`config.mk`:
```
export PLATFORM = sky130hd
export DESIGN_NAME = imem_boot_loader
export DESIGN_NICKNAME = d
export VERILOG_FILES = /design/src/rtl/imem_boot_loader.sv
export SDC_FILE = /design/constraint.sdc
export NUM_CORES = 1
export LEC_CHECK = 0
export ABC_AREA = 1
export CORE_UTILIZATION = 35
export CTS_CLUSTER_DIAMETER = 200
export DETAILED_ROUTE_END_ITERATION = 10
export DONT_BUFFER_PORTS = 1
export GPL_ROUTABILITY_DRIVEN = 0
export PLACE_DENSITY_LB_ADDON = 0.08
export SLEW_MARGIN = 20
export SYNTH_ARGS = -nofsm -noshare
export SYNTH_HDL_FRONTEND = slang
export SYNTH_SLANG_ARGS = --single-unit
```
`constraint.sdc`:
```
create_clock -name clk -period 2 [get_ports clk]
set_clock_uncertainty 0.15 [all_clocks]
set_input_delay 0.3 -clock clk [delete_from_list [all_inputs] [get_ports clk]]
set_output_delay 0.3 -clock clk [all_outputs]
set_load 0.01 [all_outputs]
```
`src/rtl/imem_boot_loader.sv`:
```
// Byte-stream boot loader: packs big-endian bytes into 32-bit IMEM words and holds the core
// in reset until the whole image is written. Define BOOT_CHECKSUM_EN for a trailing checksum byte.
`timescale 1ns/1ps
module imem_boot_loader #(
    parameter int ADDR_WIDTH = 8
) (
    input  logic                  clk,
    input  logic                  nrst,
    input  logic [7:0]            rx_data,
    input  logic                  rx_valid,
    output logic                  rx_ready,
    input  logic                  reload,
    output logic                  imem_we,
    output logic [ADDR_WIDTH-1:0] imem_waddr,
    output logic [31:0]           imem_wdata,
    output logic                  cpu_nrst,
    output logic                  busy,
    output logic                  error
);

`ifdef BOOT_CHECKSUM_EN
    typedef enum logic [2:0] {
        S_HDR_HI = 3'd0,
        S_HDR_LO = 3'd1,
        S_DATA   = 3'd2,
        S_CSUM   = 3'd3,
        S_DONE   = 3'd4,
        S_ERROR  = 3'd5
    } state_t;
`else
    typedef enum logic [2:0] {
        S_HDR_HI = 3'd0,
        S_HDR_LO = 3'd1,
        S_DATA   = 3'd2,
        S_DONE   = 3'd4,
        S_ERROR  = 3'd5
    } state_t;
`endif

    localparam int          CW       = ADDR_WIDTH + 1;
    localparam logic [16:0] CAPACITY = 17'd1 << ADDR_WIDTH;

    state_t                  state_q;
    logic [15:0]             n_q;
    logic [1:0]              byte_cnt_q;
    logic [CW-1:0]           word_cnt_q;
    logic [23:0]             asm_q;
    logic                    imem_we_q;
    logic [ADDR_WIDTH-1:0]   imem_waddr_q;
    logic [31:0]             imem_wdata_q;
    logic                    cpu_nrst_q;
    logic                    busy_q;
    logic                    error_q;

    logic                    accept;
    logic [16:0]             n_hdr_d;
    logic                    last_word_d;
    logic [31:0]             word_d;

`ifdef BOOT_CHECKSUM_EN
    logic [7:0]              csum_q;
    logic [7:0]              csum_d;
    assign csum_d = csum_q + rx_data;
`endif

    // A byte transfers on a rising edge with rx_valid && rx_ready; rx_ready is a pure
    // function of state and never looks at rx_valid.
    assign rx_ready    = (state_q != S_DONE) && (state_q != S_ERROR);
    assign accept      = rx_valid && rx_ready;
    assign n_hdr_d     = {1'b0, n_q[15:8], rx_data};
    assign last_word_d = (17'(word_cnt_q) + 17'd1) == {1'b0, n_q};
    assign word_d      = {asm_q, rx_data};

    assign imem_we    = imem_we_q;
    assign imem_waddr = imem_waddr_q;
    assign imem_wdata = imem_wdata_q;
    assign cpu_nrst   = cpu_nrst_q;
    assign busy       = busy_q;
    assign error      = error_q;

    always_ff @(posedge clk or negedge nrst) begin
        if (!nrst) begin
            state_q      <= S_HDR_HI;
            n_q          <= '0;
            byte_cnt_q   <= '0;
            word_cnt_q   <= '0;
            asm_q        <= '0;
            imem_we_q    <= 1'b0;
            imem_waddr_q <= '0;
            imem_wdata_q <= '0;
            cpu_nrst_q   <= 1'b0;
            busy_q       <= 1'b1;
            error_q      <= 1'b0;
`ifdef BOOT_CHECKSUM_EN
            csum_q       <= '0;
`endif
        end else begin
            imem_we_q <= 1'b0;
            case (state_q)
                S_HDR_HI: begin
                    if (accept) begin
                        n_q[15:8] <= rx_data;
                        state_q   <= S_HDR_LO;
                    end
                end
                S_HDR_LO: begin
                    if (accept) begin
                        n_q[7:0] <= rx_data;
                        if (n_hdr_d == 17'd0) begin
`ifdef BOOT_CHECKSUM_EN
                            state_q    <= S_CSUM;
`else
                            state_q    <= S_DONE;
                            cpu_nrst_q <= 1'b1;
                            busy_q     <= 1'b0;
`endif
                        end else if (n_hdr_d > CAPACITY) begin
                            state_q <= S_ERROR;
                            error_q <= 1'b1;
                            busy_q  <= 1'b0;
                        end else begin
                            state_q <= S_DATA;
                        end
                    end
                end
                S_DATA: begin
                    if (accept) begin
                        byte_cnt_q <= byte_cnt_q + 2'd1;
                        asm_q      <= {asm_q[15:0], rx_data};
`ifdef BOOT_CHECKSUM_EN
                        csum_q     <= csum_d;
`endif
                        if (byte_cnt_q == 2'd3) begin
                            imem_we_q    <= 1'b1;
                            imem_waddr_q <= word_cnt_q[ADDR_WIDTH-1:0];
                            imem_wdata_q <= word_d;
                            word_cnt_q   <= word_cnt_q + 1'b1;
                            // The last strobe and the core release land in the same cycle.
                            if (last_word_d) begin
`ifdef BOOT_CHECKSUM_EN
                                state_q    <= S_CSUM;
`else
                                state_q    <= S_DONE;
                                cpu_nrst_q <= 1'b1;
                                busy_q     <= 1'b0;
`endif
                            end
                        end
                    end
                end
`ifdef BOOT_CHECKSUM_EN
                S_CSUM: begin
                    if (accept) begin
                        busy_q <= 1'b0;
                        if (csum_d == 8'd0) begin
                            state_q    <= S_DONE;
                            cpu_nrst_q <= 1'b1;
                        end else begin
                            state_q <= S_ERROR;
                            error_q <= 1'b1;
                        end
                    end
                end
`endif
                S_DONE, S_ERROR: begin
                    if (reload) begin
                        state_q    <= S_HDR_HI;
                        n_q        <= '0;
                        byte_cnt_q <= '0;
                        word_cnt_q <= '0;
                        asm_q      <= '0;
                        cpu_nrst_q <= 1'b0;
                        busy_q     <= 1'b1;
                        error_q    <= 1'b0;
`ifdef BOOT_CHECKSUM_EN
                        csum_q     <= '0;
`endif
                    end
                end
                default: state_q <= S_HDR_HI;
            endcase
        end
    end

endmodule

```
[Word-level counts from Yosys, hierarchy flattened]
Index checks and enable logic that the tools add are counted.
W data, S select, Z words.
Word-level totals
  register bits: 98
  input port bits: 12
  word-level logic and storage cells: 97
  output and inout port bits: 45
Cells by class
  reduce and logical (&&, ||, !) cells: 18
  add/sub/neg operators: 3
  order comparisons: 1
  mux-type cells: 45
  equal/unequal tests: 18
Operator list (count)
  $mux W24: 2
  $pmux W24 S2: 1
  $pmux W8 S2: 2
  $mux W9: 3
  $mux W3: 8
  $mux W1: 19
  $ne A2 B2 Y1 const B: 9
  $pmux W9 S2: 1
  $logic_not A17 Y1: 1
  $eq A10 B16 Y1: 1
  $gt A16 B9 Y1 const B: 1
  $mux W16: 1
  $reduce_and A7 Y1: 2
  $pmux W3 S4: 1
  $reduce_and A3 Y1: 4
  $add A9 B1 Y10 const B: 1
  $add A9 B1 Y9 const B: 1
  $ne A3 B3 Y1 const B: 3
  $mux W8: 1
  $eq A3 B3 Y1 const B: 2
  $pmux W1 S3: 2
  $reduce_and A6 Y1: 1
  $reduce_bool A2 Y1: 3
  $reduce_and A5 Y1: 1
  other kinds (12): 14

[Depth between registers and ports, before layout]
  word-level depth: 6
  depth in mapped cells: 14
  depth with buffers taken out: 14

[Least setup slack after synthesis]
Ideal clock, no wire load.
  path kind: reg-to-reg
  start point: reg word_cnt_q[0]
  end point: reg state_q[1]
  cell stages (with the launch flop): 15
  period minus slack after synthesis: 1.790 ns
  arrival time: 1.524 ns
  setup time: 0.117 ns
  slack: 0.210 ns
  buffers on the path: 0
  data required time: 1.733 ns
  cells stage by stage: dfrtp_1 > ha_1 > nand3_2 > nor2_4 > nand2_1 > nand2_1 > nand2_1 > nand2_1 > nand2_1 > nor2_1 > nand2_1 > nand2_2 > nand2_2 > nand2_1 > nand2_1
Between the ends
  longest elaborated chain between the ends: 4
Ends and longest elaborated chain
  start, declared: RTL line 46  | logic [CW-1:0] word_cnt_q;
  start signal, assigned: RTL line 137  | word_cnt_q <= word_cnt_q + 1'b1;
  $add A9 B1 Y10: RTL line 71  | assign last_word_d = (17'(word_cnt_q) + 17'd1) == {1'b0, n_q};
  $eq A10 B16 Y1: RTL line 71
  $ne A2 B2 Y1 (no line)
  $reduce_and A6 Y1 (no line)
  end signal, assigned: RTL line 83  | state_q <= S_HDR_HI;
  end signal, assigned: RTL line 103  | state_q <= S_HDR_LO;
  end signal, assigned: RTL line 113  | state_q <= S_DONE;
  end, declared: RTL line 43  | state_t state_q;
Every way passes these cells.
A chain may end at the register's enable or synchronous reset.

[Worst setup path after layout]
Ends and elaborated chain as after synthesis.

==> results by group <==
Yosys
  • Unique cell type count in the Yosys netlist: 26
  • Synthesized instance count: 483
  • Area contributors post-synth: dfrtp_1, nand2_1, inv_1
  • Synth top area share: 0.573
  • Yosys top cell by area: dfrtp_1
  • Cell Area, Synth: 0.00424 mm^2
  • Synthesized Nets: 497
  • Syn Area/Cell: 8.78 um^2
  • Register area share after synthesis: 0.579
  • Synth warn: 0
  • Synthesized flop and latch total: 98

Setup path
  • CP endpoint kind: register
  • Critical path, cell by cell: buf_4, nand3_2, nor2_4, nand2_1, nand2_1, nand2_1, nand2_1, nand2_1, nor2_1, nand2_1, nand2_4, nand2_2, nand2_1, nand2_1
  • Worst path required time: 2.09 ns
  • Critical path's slowest cell: dfrtp_1
  • Crit-path max FO: 7
  • Worst Path Buf+Inv: 1
  • CP top delay family: simple AND/OR/NAND/NOR gates
  • WS Path Type: register to register
  • Max incr delay on CP: 0.43 ns
  • Arrival @ worst endpoint: 2.03 ns
  • Crit-path most repeated cell: nand2_1
  • Startpoint Class: register

Clock tree
  • Clk Latency, worst-skew pair: 0.35 ns
  • Root Driver: clkbuf_16
  • Total CTS buffers: 9
  • CTS sink count: 98
  • CTS tree: done
  • Hold Buf Count CTS: 5
  • Clock slew at reported path FFs: 0.07 ns
  • Max Root-Sink Buffers: 2
  • H-Tree Depth: 3

Finish
  • Nets: 511
  • Fill cell count: 1199
  • Final Util: 0.418
  • Final cell count without fillers: 645
  • Fraction of layout cells with a size suffix above 1: 0.114
  • Synthesis-to-finish area growth: 14.6%
  • Inserted Diodes: 0

Outcome
  • Status: finished with violations
  • Failing checks: design-rule violations, negative hold slack

Drt
  • DRT Wirelength: 9.58 mm
  • Final ANT Viol Nets: 0
  • Avg WL per Cell: 14.9 um
  • Initial DRT Pass Iterations: 9
  • # DRC: 2
  • Total vias in the final route: 3096
  • Initial DRC count: 169
  • Via/cell ratio: 4.80

STA
  • Worst-margin pin slew: 0.423 ns
  • Final period demand of the worst path: 1.93 ns
  • Final worst setup slack: 0.0696 ns
  • Slew margin rel.: 0.717
  • Hold_ws: -0.510 ns
  • Achievable frequency: 518 MHz
  • Setup violators final: 0
  • Slew Viols, Final: 0
  • Final period util: 0.965
  • Final hold violation count: 98
  • RSZ-0062 raised after global routing: true

Global route
  • GRT Total Usage: 0.169
  • Initial antenna violation count: 0
  • Largest net degree at the start of global routing: 99
  • First-pass GRT wire length: 16.3 mm
  • Vias in the first global route: 3050
  • Total gr overflow: 0

Floorplan
  • Die Y: 112 um
  • # rows: 39
  • Die W: 112 um
  • Die footprint: 0.0126 mm^2
  • Top Ports: 57
  • Core area: 0.0116 mm^2
  • Initial core utilization: 0.365

Placed design
  • Port Buffers: 0
  • Setup WS pre-CTS: 0.0248 ns
  • DPL Wire Length: 6.51 mm
  • Placed cells: 622

Run
  • Max cap viols: 0

Pwr
  • Leakage: 2.30 nW
  • Pwr Density: 1150 mW/mm^2
  • Worst vdd ir: 0.475 mV

Hold path
  • Worst hold path type: input pin to async pin
==> layout make-up <==
cell class	count	area [um^2]	area share
Clock buffer	13	280	0.0577
Clock inverter	3	27.5	0.00566
Inverter	70	263	0.0541
Multi-Input combinational cell	299	1480	0.305
Sequential cell	98	2460	0.505
Tap cell	143	179	0.0368
Timing Repair Buffer	19	171	0.0353
==> worst reg2reg max path, delay by kind of cell, from the launching register on <==
kind | cells | cell delay (ns)
AND/OR/NAND/NOR | 13 | 1.09
buffers and inverters | 1 | 0.15
flip-flops | 1 | 0.43
==> synthesized netlist by cell type <==
library cell / number
a21oi_1: 6
buf_2: 7
buf_6: 2
clkbuf_1: 7
dfrtp_1: 97
dfstp_2: 1
ha_1: 2
inv_1: 67
inv_2: 3
mux2_2: 5
nand2_1: 124
nand2_2: 2
nand3_1: 24
nand3_2: 2
nand4_1: 2
nor2_1: 28
nor2_2: 6
nor2_4: 2
nor3_1: 1
nor3_2: 1
o21a_1: 1
o21ai_0: 50
o21ai_1: 16
o21bai_1: 2
o22ai_1: 22
xor2_1: 3
==> placed cells by master (no fill, tap or decap), types with 2 or more instances in the layout <==
| cell type | n |
|---|---|
| a21oi_1 | 6 |
| buf_4 | 12 |
| clkbuf_16 | 9 |
| clkbuf_8 | 4 |
| dfrtp_1 | 95 |
| dfrtp_2 | 2 |
| dlygate4sd3_1 | 5 |
| inv_1 | 67 |
| inv_2 | 3 |
| mux2_2 | 5 |
| nand2_1 | 124 |
| nand3_1 | 23 |
| nand3_2 | 2 |
| nand4_1 | 2 |
| nor2_1 | 28 |
| nor2_2 | 4 |
| nor2_4 | 4 |
| o21ai_0 | 49 |
| o21ai_1 | 16 |
| o21bai_1 | 2 |
| o22ai_1 | 22 |
| xor2_1 | 3 |
==> per-layer routing <==
layer  up-vias  global-route usage  wire, um
met2        50               0.242      4180
met1      1454               0.245      4870
met3        13              0.0356       329
met4         0              0.0800       201
met5         -                   0         0
li1       1579                   -         -
==> per-stage QoR <==
stage	power (mW)	instance area, um^2	TNS (ns)
finish	5.57	4860	0
global route	5.94	4860	-0.372
CTS	5.62	4790	0
detailed placement	3.82	4440	0
global placement	3.80	4440	0
floorplan	3.40	4240	0
==> flip-flops by register name, indices dropped and copies added (netlist names) <==
register,flops
n_q,16
imem_we,1
state_q,3
error,1
byte_cnt_q,2
imem_wdata,32
word_cnt_q,9
imem_waddr,8
busy,1
asm_q,24
cpu_nrst,1
==> cells by family after synthesis <==
logic type | share of synthesized area
and+or+nand+nor | 0.191
DFF | 0.579
AOI/OAI and AO/OA | 0.123
buffers and inverters | 0.0818
muxes | 0.0133
xor gates and xnor gates | 0.00620
adders and majority gates | 0.00590
==> report_power, final <==
group | total [mW] | leakage (nW) | switching, mW | internal (mW)
Clock | 1.77 | 0.150 | 0.776 | 0.994
Sequential | 2.46 | 1.25 | 0.202 | 2.26
Combinational | 1.34 | 0.901 | 0.840 | 0.498
Total | 5.57 | 2.30 | 1.82 | 3.75
==> final timing paths <==
path / from / to / slack, ns / cells past startpoint
worst max-delay path: word_cnt_q[0]$_DFFE_PN0P_ / state_q[1]$_DFFE_PN0P_ / 0.07 / 14
worst min-delay path: nrst / imem_wdata[28]$_DFFE_PN0P_ / -0.51 / 0
worst max register to register: word_cnt_q[0]$_DFFE_PN0P_ / state_q[1]$_DFFE_PN0P_ / 0.07 / 14
worst min register to register: busy$_DFFE_PN1P_ / busy$_DFFE_PN1P_ / 0.35 / 2
max in group asynchronous: nrst / busy$_DFFE_PN1P_ / 2.00 / 0
min in group clk: rx_data[2] / imem_wdata[2]$_DFFE_PN0P_ / 0.02 / 2
==> what timing repair did <==
action,in CTS,in global routing
resized for setup,0,12
hold endpoints to repair,103,98
endpoints found under the setup margin,0,30
buffers inserted,0,2
(Power assumes the default switching activity.)
